===== config.mk =====
export PLATFORM = sky130hd
export DESIGN_NAME = axi_stream_header_arbiter
export DESIGN_NICKNAME = d
export VERILOG_FILES = /design/src/rtl/axi_hdr_arb_pkg.sv /design/src/rtl/rr_arbiter.sv /design/src/rtl/axi_stream_header_arbiter.sv
export SDC_FILE = /design/constraint.sdc
export NUM_CORES = 1
export LEC_CHECK = 0
export CAP_MARGIN = 10
export CORE_UTILIZATION = 38
export CTS_CLUSTER_DIAMETER = 100
export DETAILED_ROUTE_END_ITERATION = 7
export PLACE_DENSITY = 0.86
export SLEW_MARGIN = 10
export SYNTH_ARGS = -nofsm -noshare
export SYNTH_HDL_FRONTEND = slang
export SYNTH_SLANG_ARGS = --single-unit

===== constraint.sdc =====
create_clock -name clk -period 3.8 [get_ports clk]
set_clock_uncertainty 0.15 [all_clocks]
set_input_delay 0.57 -clock clk [delete_from_list [all_inputs] [get_ports clk]]
set_output_delay 0.57 -clock clk [all_outputs]
set_load 0.05 [all_outputs]

===== src/rtl/axi_hdr_arb_pkg.sv =====
// Shared types and width helpers for axi_stream_header_arbiter and its round-robin picker.
package axi_hdr_arb_pkg;

  typedef enum logic [1:0] {
    IDLE = 2'd0,
    HDR  = 2'd1,
    PKT  = 2'd2
  } hdr_arb_state_t;

  // Byte-count width; kept at least 1 bit so an 8-bit bus still has a legal port.
  function automatic int bcw_f(input int data_wd);
    return (data_wd / 8 > 1) ? $clog2(data_wd / 8) : 1;
  endfunction

  function automatic int keep_w_f(input int data_wd);
    return data_wd / 8;
  endfunction

endpackage


===== src/rtl/rr_arbiter.sv =====
// Combinational round-robin pick: first requester strictly after ptr, wrapping modulo NUM_SRC.
module rr_arbiter #(
  parameter  int NUM_SRC = 4,
  localparam int IDW     = $clog2(NUM_SRC)
) (
  input  logic [NUM_SRC-1:0] req,
  input  logic [IDW-1:0]     ptr,
  output logic [NUM_SRC-1:0] gnt,
  output logic [IDW-1:0]     gnt_id,
  output logic               any
);

  logic [IDW-1:0] idx;

  // Walk from the farthest offset to the nearest so the nearest requester overwrites last.
  // NOTE: every always_comb output gets a default first, otherwise a latch is inferred.
  always_comb begin
    gnt    = '0;
    gnt_id = '0;
    idx    = '0;
    any    = |req;
    for (int off = NUM_SRC; off >= 1; off--) begin
      idx = IDW'((int'(ptr) + off) % NUM_SRC);
      if (req[idx]) begin
        gnt      = '0;
        gnt[idx] = 1'b1;
        gnt_id   = idx;
      end
    end
  end

endmodule


===== src/rtl/axi_stream_header_arbiter.sv =====
// Round-robin owner of the header-insert port; grant is held until the inserted packet's last beat.
// Optional watchdog enabled by defining HDR_ARB_TIMEOUT_EN.
module axi_stream_header_arbiter
  import axi_hdr_arb_pkg::*;
#(
  parameter  int DATA_WD     = 16,
  parameter  int NUM_SRC     = 4,
  parameter  int TIMEOUT_CYC = 1024,
  localparam int BCW         = bcw_f(DATA_WD),
  localparam int KW          = keep_w_f(DATA_WD),
  localparam int IDW         = $clog2(NUM_SRC)
) (
  input  logic                   clk,
  input  logic                   rst,
  input  logic [NUM_SRC-1:0]     req_valid,
  input  logic [NUM_SRC*DATA_WD-1:0] req_data,
  input  logic [NUM_SRC*KW-1:0]  req_keep,
  input  logic [NUM_SRC*BCW-1:0] req_byte_cnt,
  output logic [NUM_SRC-1:0]     req_ready,
  output logic                   valid_insert,
  output logic [DATA_WD-1:0]     data_insert,
  output logic [KW-1:0]          keep_insert,
  output logic [BCW-1:0]         byte_insert_cnt,
  input  logic                   ready_insert,
  input  logic                   mon_valid,
  input  logic                   mon_ready,
  input  logic                   mon_last,
  output logic [IDW-1:0]         grant_id,
  output logic                   grant_active,
  output logic                   timeout_err
);

  if (NUM_SRC < 2 || NUM_SRC > 16) begin : g_bad_num_src
    $error("NUM_SRC must be in 2..16");
  end
  if (DATA_WD % 8 != 0) begin : g_bad_data_wd
    $error("DATA_WD must be a multiple of 8");
  end
  if (TIMEOUT_CYC < 2) begin : g_bad_timeout
    $error("TIMEOUT_CYC must be at least 2");
  end

  hdr_arb_state_t state_q, state_d;
  logic [IDW-1:0]     rr_ptr_q;
  logic [IDW-1:0]     grant_id_q;
  logic [DATA_WD-1:0] data_q;
  logic [KW-1:0]      keep_q;
  logic [BCW-1:0]     bcnt_q;

  logic [NUM_SRC-1:0] rr_gnt;
  logic [IDW-1:0]     rr_id;
  logic               rr_any;

  logic [DATA_WD-1:0] sel_data;
  logic [KW-1:0]      sel_keep;
  logic [BCW-1:0]     sel_bcnt;

  logic grant_fire;
  logic hdr_acc;
  logic pkt_done;
  logic timeout_hit;

  rr_arbiter #(.NUM_SRC(NUM_SRC)) u_rr (
    .req    (req_valid),
    .ptr    (rr_ptr_q),
    .gnt    (rr_gnt),
    .gnt_id (rr_id),
    .any    (rr_any)
  );

  // Gated by rst so no source sees an accept in a cycle whose capture is discarded.
  assign grant_fire = (state_q == IDLE) & rr_any & ~rst;
  assign hdr_acc    = (state_q == HDR) & ready_insert;
  assign pkt_done   = (state_q == PKT) & mon_valid & mon_ready & mon_last;

  always_comb begin
    sel_data = '0;
    sel_keep = '0;
    sel_bcnt = '0;
    for (int i = 0; i < NUM_SRC; i++) begin
      sel_data |= req_data[i*DATA_WD +: DATA_WD] & {DATA_WD{rr_gnt[i]}};
      sel_keep |= req_keep[i*KW +: KW]           & {KW{rr_gnt[i]}};
      sel_bcnt |= req_byte_cnt[i*BCW +: BCW]     & {BCW{rr_gnt[i]}};
    end
  end

  always_comb begin
    state_d = state_q;
    unique case (state_q)
      IDLE:    if (grant_fire) state_d = HDR;
      HDR:     if (hdr_acc)    state_d = PKT;
      PKT:     if (pkt_done)   state_d = IDLE;
      default:                 state_d = IDLE;
    endcase
    if (timeout_hit) state_d = IDLE;
  end

  // NOTE: sequential state uses non-blocking assignments so every register samples pre-edge values.
  // NOTE: header registers are reset too, because every output must read 0 straight after reset.
  always_ff @(posedge clk) begin
    if (rst) begin
      state_q    <= IDLE;
      rr_ptr_q   <= IDW'(NUM_SRC - 1);
      grant_id_q <= '0;
      data_q     <= '0;
      keep_q     <= '0;
      bcnt_q     <= '0;
    end else begin
      state_q <= state_d;
      if (grant_fire) begin
        rr_ptr_q   <= rr_id;
        grant_id_q <= rr_id;
        data_q     <= sel_data;
        keep_q     <= sel_keep;
        bcnt_q     <= sel_bcnt;
      end
    end
  end

`ifdef HDR_ARB_TIMEOUT_EN
  localparam int CW = (TIMEOUT_CYC > 2) ? $clog2(TIMEOUT_CYC) : 1;

  logic [CW-1:0] cnt_q;
  logic          timeout_q;

  // A completing last beat in the final cycle wins over the watchdog.
  assign timeout_hit = (state_q != IDLE) & (cnt_q == CW'(TIMEOUT_CYC - 1)) & ~pkt_done;

  always_ff @(posedge clk) begin
    if (rst) begin
      cnt_q     <= '0;
      timeout_q <= 1'b0;
    end else begin
      timeout_q <= timeout_hit;
      if (grant_fire)           cnt_q <= '0;
      else if (state_q != IDLE) cnt_q <= cnt_q + 1'b1;
    end
  end

  assign timeout_err = timeout_q;
`else
  assign timeout_hit = 1'b0;
  assign timeout_err = 1'b0;
`endif

  assign req_ready       = grant_fire ? rr_gnt : '0;
  assign valid_insert    = (state_q == HDR);
  assign grant_active    = (state_q != IDLE);
  assign data_insert     = data_q;
  assign keep_insert     = keep_q;
  assign byte_insert_cnt = bcnt_q;
  assign grant_id        = grant_id_q;

endmodule


# Word-level counts from Yosys, hierarchy flattened
# Index checks and enable logic that the tools add are counted.
[totals]
regBits = 25
inputBits = 86
[classes]
add_sub_neg = 4
order_cmp = 8
n_eq_ne = 5
muxes = 29
bitwise = 28
n_reduce_logical = 8
[ops]
columns = ["op", "n"]
rows = [
  ["16-bit AND", 4],
  ["16-bit bitwise OR", 3],
  ["4-bit two-way mux", 5],
  ["2-bit two-way mux", 7],
  ["2-bit by 3-bit < comparator with 1-bit output, second input constant", 4],
  ["1-bit AND", 10],
  ["2-bit AND", 4],
  ["1-bit binary-select mux with 2-bit select", 4],
  ["1-bit demux with 2-bit select", 4],
  ["2-bit by 1-bit >= comparator with 1-bit output, second input constant", 4],
  ["1-bit two-way mux", 8],
  ["2-bit bitwise OR", 3],
  ["2-bit one-hot mux with 3 select lines", 1],
  ["2-bit by 1-bit adder with 2-bit output, second input constant", 2],
  ["2-bit adder, second input constant", 2],
  ["1-bit logical AND", 4],
  ["2-bit inequality test, second input constant", 2],
  ["4-bit OR reduction", 1],
  ["1-bit bitwise OR", 3],
  ["3-bit AND reduction", 1],
  ["2-bit by 1-bit == test with 1-bit output, second input constant", 1],
  ["2-bit == test, second input constant", 1],
  ["2-bit zero test", 1],
  ["2-bit by 1-bit inequality test with 1-bit output, second input constant", 1],
  ["other kinds (2)", 2],
]

# Longest topological paths before layout
# Gate-level depths: netlist of run 1.
[logic_depth]
word_depth = 13
ltp_mapped = 12
ltp_nobuf = 8

# Modules after synthesis
# Synthesis of run 1 repeated with hierarchy kept, for this count alone.
[hier_totals]
hier_cells = 201
area_unflattened_um2 = 1789.2
[by_module_without_submodules]
columns = ["module", "instances", "cells_per_inst", "area_per_inst_um2", "seq_area_each_um2"]
rows = [
  ["axi_stream_header_arbiter", 1, 142, 1331.3, 500.5],
  ["rr_arbiter", 1, 59, 457.9, 0.0],
]

# Least setup slack after synthesis of run 1
# Ideal clock, no wire load.
[synth_timing]
path_kind = "flip-flop to output port"
startpoint = "register rr_ptr_q[0]"
endpoint = "output port req_ready[3]"
t_arrival_ps = 3417
path_slack_ps = -337
path_stages_with_launch = 10
n_path_buf = 3
cell_sequence = "dfxtp_1 > buf_6 > clkbuf_1 > inv_1 > ha_1 > buf_6 > mux4_2 > nor3b_4 > a221oi_2 > nor3_1"
[synth_between]
elab_chain_cells = 10
elab_cells_between_ends = 37
cone_classes = "add/sub (4); order compare (8); mux (21); reduce/logical (4)"
[synth_lines]
columns = ["item", "line_no", "source"]
rows = [
  ["from (decl)", "axi_stream_header_arbiter.sv:44", "logic [IDW-1:0] rr_ptr_q;"],
  ["from (signal assigned)", "axi_stream_header_arbiter.sv:103", "rr_ptr_q <= IDW'(NUM_SRC - 1);"],
  ["from (signal assigned)", "axi_stream_header_arbiter.sv:111", "rr_ptr_q <= rr_id;"],
  ["2-bit by 1-bit adder with 2-bit output", "rr_arbiter.sv:23", "idx = IDW'((int'(ptr) + off) % NUM_SRC);"],
  ["2-bit by 3-bit < comparator with 1-bit output (implied by the code) or 2-bit by 1-bit >= comparator with 1-bit output (tied branches)", "rr_arbiter.sv:26", "gnt[idx] = 1'b1;"],
  ["1-bit logical AND (implied by the code)", "rr_arbiter.sv:26", ""],
  ["1-bit two-way mux (implied by the code)", "rr_arbiter.sv:26", ""],
  ["1-bit demux with 2-bit select", "-", ""],
  ["4-bit two-way mux (3 in series)", "rr_arbiter.sv:24", "if (req[idx]) begin"],
  ["4-bit two-way mux (*)", "rr_arbiter.sv:24", ""],
  ["4-bit two-way mux (*)", "axi_stream_header_arbiter.sv:146", "assign req_ready = grant_fire ? rr_gnt : '0;"],
  ["to (decl)", "axi_stream_header_arbiter.sv:19", "output logic [NUM_SRC-1:0] req_ready,"],
]
# Every way passes the cells marked *; elsewhere a longest branch is shown, timed or not. The select of a mux whose other input is x is not followed.

# Final worst setup path of run 1
[layout_timing]
startpoint = "input port req_valid[1]"
endpoint = "output port req_ready[3]"
[layout_between]
elab_chain_cells = 7
elab_cells_between_ends = 16
cone_classes = "mux (13); bitwise (2); reduce/logical (1)"
[layout_lines]
columns = ["item", "line_no", "source"]
rows = [
  ["from (decl)", "axi_stream_header_arbiter.sv:15", "input logic [NUM_SRC-1:0] req_valid,"],
  ["1-bit binary-select mux with 2-bit select", "rr_arbiter.sv:24", ""],
  ["1-bit two-way mux (implied by the code)", "rr_arbiter.sv:24", ""],
  ["4-bit two-way mux (4 in series)", "rr_arbiter.sv:24", ""],
  ["4-bit two-way mux (*)", "axi_stream_header_arbiter.sv:146", ""],
]
# Marked as above.

==> results of run 1 <==
cells in the mapped netlist:
master     count
mux2i_1        4
o311ai_0       1
a221o_1        1
clkinv_1       1
nand2b_1       5
inv_1          3
buf_2          7
nand3b_1       2
mux4_2         4
buf_6          4
nor4_1         1
a221oi_2       1
clkbuf_1      11
o2111ai_1      1
o2bb2ai_1      1
or2_1          1
o21ai_1        1
mux2_2         2
nand2_1        7
nor2b_1        8
nor2_1        25
mux2_1         2
or2_2          1
or3_1          3
a21oi_1       29
a221oi_1       2
nand3_1        2
conb_1         1
dfxtp_1       25
ha_1           6
and2_1         3
nor2_4         2
a211oi_1      22
buf_4          1
nor3_1         2
nor3b_4        1
a221oi_4       1
o221ai_1       1
a222oi_1      19
o22ai_1        2
o21ai_0        1
a21o_1         1
worst max-delay path, delay by kind of cell:
family	cells	cell delay (ns)
AO/OA/AOI/OAI	2	0.64
buffers and inverters	2	0.79
multiplexers	1	0.65
AND/OR/NAND/NOR	1	0.12
flip-flops by register name, summed over array words and instances, names as in the netlist:
signal	count
byte_insert_cnt	1
data_insert	16
grant_id	2
keep_insert	2
rr_ptr_q	2
state_q	2
routing by layer:
| layer | global-route usage | vias to the layer above | share of wire | routed length, um |
|---|---|---|---|---|
| li1 | - | 1048 | - | - |
| met3 | 0.0486 | 15 | 0.10 | 638 |
| met4 | 0.0763 | 0 | 0.021 | 133 |
| met2 | 0.406 | 126 | 0.49 | 3050 |
| met1 | 0.301 | 1010 | 0.38 | 2370 |
| met5 | 0 | - | 0 | 0 |
report_power, final:
group	switching (mW)	internal [mW]	leakage (nW)
registers	0.0279	0.317	0.208
logic	0.586	0.417	0.918
clock network	0.0850	0.0732	0.0255
total	0.699	0.808	1.15
layout make-up:
| cell class | instances | area (um2) | share of cell area |
|---|---|---|---|
| well taps | 67 | 83.8 | 0.0268 |
| flip-flops and latches | 25 | 500 | 0.160 |
| repair buffers | 121 | 1230 | 0.393 |
| inverters | 4 | 15.0 | 0.00480 |
| clock inverters | 1 | 5.00 | 0.00160 |
| multi-input cells | 166 | 1250 | 0.400 |
| clock buffers | 3 | 41.3 | 0.0132 |
kinds of logic (layout without fill, tap and decap cells):
group                    after synthesis  count (layout)
flip-flops                            25              25
multiplexers                          12              12
other                                  1               1
buffers and inverters                 27             129
adder cells (fa/ha/maj)                6               6
AO/OA/AOI/OAI                         84              84
AND/OR/NAND/NOR                       63              63
worst paths after layout:
| path | startpoint | endpoint | slack [ns] | depth (start not counted) |
|---|---|---|---|---|
| hold / removal | grant_id[1] | grant_id[1] | 0.31 | 2 |
| hold reg to reg | grant_id[1] | grant_id[1] | 0.31 | 2 |
| setup reg to reg | rr_ptr_q[0] | byte_insert_cnt | 0.72 | 8 |
| setup / recovery | req_valid[1] | req_ready[3] | 0.31 | 6 |
==> summary.md, run 1 <==
| Metric | Value |
|---|---|
| Synthesized netlist net count | 310 |
| Max Clk Rate | 286 MHz |
| CP Cell Sequence | clkdlybuf4s50_1, mux4_2, a221o_1, a221oi_2, nor3_2, buf_12 |
| Failing checks | DRC |
| Area grow syn2layout | 67.4% |
| Clock slew at reported path FFs | 0.09 ns |
| Vias in the first global route | 2061 |
| DR vias | 2199 |
| Mux share of post-synthesis cell area | 0.0938 |
| Row count | 25 |
| Routability cong. | 0.929 |
| CTS hold repair buffers | 0 |
| Post-synthesis compound-gate area fraction | 0.340 |
| Endpoint class of the critical path | output pin |
| Routed Antenna Nets | 0 |
| Pwr dens | 482 nW/um2 |
| CP max stage cell | mux4_2 |
| CP peak stage delay | 0.65 ns |
| Die Wd | 72.1 um |
| Startpoint Class | input port |
| Post-Syn Area per Cell | 8.56 um2 |
| Post-synthesis register bit count | 25 |
| CP required | 3.08 ns |
| Top cell type's share of synthesized area | 0.268 |
| NumNets Final | 413 |
| Htree depth | 1 |
| Count of cell types in the netlist | 42 |
| Buffers on Ports | 112 |
| Fin cells | 387 |
| CTS tree | yes |
| Fin. Hold Viols | 0 |
| Commonest non-fill, non-tap cells in the layout | clkdlybuf4s50_1, a21oi_1, nor2_1, dfxtp_1, a211oi_1 |
| Worst slew pin tran | 0.517 ns |
| Die area | 5200 um2 |
| Crit Path Class | in2out |
| Placed wire-length estimate | 4.70 mm |
| Gr usage total | 0.238 |
| DP Area | 3080 um2 |
| Share of cells above drive strength 1 | 0.106 |
| Largest net degree at the start of global routing | 26 |
| Worst vdd ir | 0.281 mV |
| Sequential area share after synthesis | 0.268 |
| Synth Area in Adders | 0.0402 |
| Post-route cell area | 3130 um2 |
| Initial core utilization | 0.395 |
| Clock Sinks | 25 |
| CP Max Fanout | 14 |
| Root buf cell | clkbuf_8 |
| Placed insts | 383 |
| Final Setup Violations | 0 |
| Synth area leader | dfxtp_1 |
| Status | finished, violations left |
| Core area | 4720 um2 |
| Unrepaired setup endpoints after global routing | no |
| Ant. Diodes | 0 |
| # Post-CTS Setup Buffers | 0 |
| Ys Warns | 0 |
| Routed len/inst | 16.0 um |
| Commonest non-fill, non-tap cell in the layout | clkdlybuf4s50_1 |
| Setup TNS | 0 ns |
| Vias per std cell | 5.68 |
| Largest family of logic cells by synthesized area | compound AO/OA/AOI/OAI gates |
| Final hold slack | 0.309 ns |
| Final Critical Period | 3.49 ns |
| Fill count | 398 |
| Pre-CTS WS | 0.313 ns |
| Final core utilization | 0.662 |
| Final Total Pwr | 1.51 mW |
| Mapped Cells | 218 |
| First-pass GRT wire length | 9.78 mm |
| DR DRC count | 2 |
| Pins Over Slew Limit | 0 |
| Skew-Pair Late Insertion Delay | 0.26 ns |
| Leak pwr | 1.15 nW |
| Post-Syn Area | 1870 um2 |
| Router iterations before antenna repair | 8 |
| Post-synthesis xor/xnor area fraction | 0 |
| Fin crit share | 0.920 |
| Initial antenna violation count | 0 |
| Resized Gates After CTS | 0 |
| Die height | 72.1 um |
| IO Pins | 114 |
| Drt first-iter violations | 183 |
| Top cells by area, synth | dfxtp_1, a222oi_1, a211oi_1 |
| CTS Buf Count | 3 |
| WP data arrival | 2.77 ns |
| Slew headroom | 0.654 |
| Post-Synth Simple-Gate Area | 0.179 |
| Worst Hold Class | reg2reg |
| Grt total ovfl | 0 |
| Max Cap Violations | 0 |
| Final setup margin | 0.305 ns |
| Clk buf depth | 2 |
| Total detailed-routing wirelength | 6.19 mm |
Power figures use the tool's default switching activity.
==> run 2: changes to the inputs <==
--- a/config.mk
+++ b/config.mk
@@ -5,6 +5,7 @@
 export SDC_FILE = /design/constraint.sdc
 export NUM_CORES = 1
 export LEC_CHECK = 0
+export ABC_CLOCK_PERIOD_IN_PS = 3800
 export CAP_MARGIN = 10
 export CORE_UTILIZATION = 38
 export CTS_CLUSTER_DIAMETER = 100
==> results of run 2 <==
No change in the layout: final DEF, timing and power equal those of run 1.
==> run 3: changes to the inputs <==
--- a/config.mk
+++ b/config.mk
@@ -10,7 +10,7 @@
 export CORE_UTILIZATION = 38
 export CTS_CLUSTER_DIAMETER = 100
 export DETAILED_ROUTE_END_ITERATION = 7
-export PLACE_DENSITY = 0.86
+export PLACE_DENSITY = 0.82
 export SLEW_MARGIN = 10
 export SYNTH_ARGS = -nofsm -noshare
 export SYNTH_HDL_FRONTEND = slang
==> summary.md, run 3 (synthesis results as in run 1) <==
| Metric | Value |
|---|---|
| Grt total ovfl | 0 (unchanged) |
| WP data arrival | 2.76 ns (about the same) |
| Switch Pwr | 0.705 mW (+0.85%) |
| CTS hold repair buffers | 0 (unchanged) |
| Placed wire-length estimate | 4.58 mm (-2.6%) |
| R2r setup slk | 0.63 ns (-0.09 ns) |
| # Post-CTS Setup Buffers | 0 (unchanged) |
| Crit path max-delay family | buffers and inverters |
| Commonest non-fill, non-tap cells in the layout | clkdlybuf4s50_1, a21oi_1, nor2_1, dfxtp_1, a211oi_1 |
| Drt first-iter violations | 157 (-14%) |
| Share of cells above drive strength 1 | 0.103 (-0.00280) |
| Slew headroom | 0.647 (-0.00739) |
| Initial core utilization | 0.395 (unchanged) |
| Endpoint class of the critical path | output pin |
| Routed len/inst | 16.0 um (about the same) |
| CTS tree | yes |
| CP max stage cell | mux4_2 |
| P_int | 0.804 mW (-0.46%) |
| Comb power frac | 0.665 (about the same) |
| Fin cells | 386 (-0.26%) |
| Max Cap Violations | 0 (unchanged) |
| Root buf cell | clkbuf_8 |
| Crit Path Class | in2out |
| Routed Antenna Nets | 0 (unchanged) |
| Fin. Hold Viols | 0 (unchanged) |
| Ant. Diodes | 0 (unchanged) |
| WHS Path Cells | 2 (unchanged) |
| Die height | 72.1 um (unchanged) |
| Status | complete, no violations |
| Final hold slack | 0.315 ns (+0.00642 ns) |
| Worst path bufs/invs | 3 (+1) |
| Setup TNS | 0 ns (unchanged) |
| IO Pins | 114 (unchanged) |
| Worst Hold Class | reg2reg |
| Vias in the first global route | 2037 (-1.2%) |
| Buffers on Ports | 112 (unchanged) |
| Resized Gates After CTS | 0 (unchanged) |
| Skew-Pair Late Insertion Delay | 0.26 ns (about the same) |
| Worst vdd ir | 0.362 mV (+29%) |
| Max Clk Rate | 287 MHz (+0.44%) |
| Levels on crit path | 7 (+1) |
| Pre-CTS WS | 0.331 ns (+0.0185 ns) |
| Flop pwr share | 0.228 (about the same) |
| First-pass GRT wire length | 9.63 mm (-1.6%) |
| Unrepaired setup endpoints after global routing | no |
| DR DRC count | 0 (-2) |
| CP peak stage delay | 0.69 ns (+0.04 ns) |
| Largest net degree at the start of global routing | 26 (unchanged) |
| Register-to-Register Path Depth | 8 (unchanged) |
| CP Max Fanout | 14 (unchanged) |
| CTS Buf Count | 3 (unchanged) |
| CP required | 3.08 ns (about the same) |
| Initial antenna violation count | 0 (unchanged) |
| Clock Sinks | 25 (unchanged) |
| Pins Over Slew Limit | 0 (unchanged) |
| Startpoint Class | input port |
| Final Critical Period | 3.48 ns (-0.0153 ns) |
| Net switching fraction of the power | 0.467 (+0.00327) |
| Commonest non-fill, non-tap cell in the layout | clkdlybuf4s50_1 |
| NumNets Final | 412 (-0.24%) |
| Routability cong. | 0.839 (-9.6%) |
| Fin crit share | 0.916 (-0.00402) |
| Final Setup Violations | 0 (unchanged) |
| Leak pwr | 1.15 nW (-0.42%) |
| Row count | 25 (unchanged) |
| Placed insts | 382 (-0.26%) |
| Total detailed-routing wirelength | 6.18 mm (-0.21%) |
| Max reg flops | 16 (unchanged) |
| Htree depth | 1 (unchanged) |
| CP Cell Sequence | clkdlybuf4s50_1, mux4_2, clkinv_1, o2111ai_1, a21oi_2, nor2b_1, buf_12 |
| Clk buf depth | 2 (unchanged) |
| Gr usage total | 0.234 (-0.00470) |
| Area grow syn2layout | 67.0% |
| Router iterations before antenna repair | 5 (-3) |
| Die Wd | 72.1 um (unchanged) |
| Worst slew pin tran | 0.528 ns (+0.0110 ns) |
| Vias per std cell | 5.67 (-0.24%) |
| Clk pwr share | 0.107 (+0.002) |
| DR vias | 2188 (-0.50%) |
| Pwr dens | 484 nW/um2 (+0.39%) |
| Clock slew at reported path FFs | 0.09 ns (about the same) |
| Core area | 4720 um2 (unchanged) |
| Final setup margin | 0.320 ns (+0.0153 ns) |
| Die area | 5200 um2 (unchanged) |
## run 3: area by class of cell
| class | count | area (um2) |
|---|---|---|
| Timing Repair Buffer | 120 | 1220 |
| Fill cell | 410 | 1610 |
| Clock buffer | 3 | 41.3 |
| Inverter | 4 | 15.0 |
| Sequential cell | 25 | 500 |
| Multi-Input combinational cell | 166 | 1250 |
| Tap cell | 67 | 83.8 |
| Clock inverter | 1 | 5.00 |
## run 3: tightest hold or removal path: stages (launching register included)
cell,delay (ns)
dfxtp_1,0.32
nand2_1,0.05
a21oi_1,0.05
## run 3: worst paths after layout
path	startpoint	endpoint
worst max-delay path	req_valid[1]	req_ready[2]
worst min-delay path	grant_id[1]	grant_id[1]
worst max register to register	rr_ptr_q[0]	keep_insert[0]
worst min register to register	grant_id[1]	grant_id[1]
## run 3: metrics by stage
step / power [mW] / util / area [um2]
finish: 1.51 / 0.660 / 3120
global route: 1.60 / 0.660 / 3120
CTS: 1.52 / 0.660 / 3120
detailed placement: 1.35 / 0.650 / 3070
global placement: 1.34 / 0.650 / 3070
floorplan: 1.03 / - / 1880
## run 3: power groups by stage
stage / Clock, mW / Combinational [mW] / Sequential [mW]
6_report: 0.162 / 1.00 / 0.344
5_1_grt: 0.178 / 1.07 / 0.352
4_1_cts: 0.165 / 1.01 / 0.344
3_5_place_dp: 0 / 1.00 / 0.350
3_3_place_gp: 0 / 0.988 / 0.348
2_1_floorplan: 0 / 0.511 / 0.522
## run 3: routing by layer
layer / vias to the layer above / routed length, um / share of wire / global-route usage
met4: 0 / 28 / 0.0045 / 0.0458
li1: 1053 / - / - / -
met5: - / 0 / 0 / 0
met2: 114 / 3080 / 0.50 / 0.413
met1: 1017 / 2570 / 0.42 / 0.293
met3: 4 / 503 / 0.081 / 0.0500
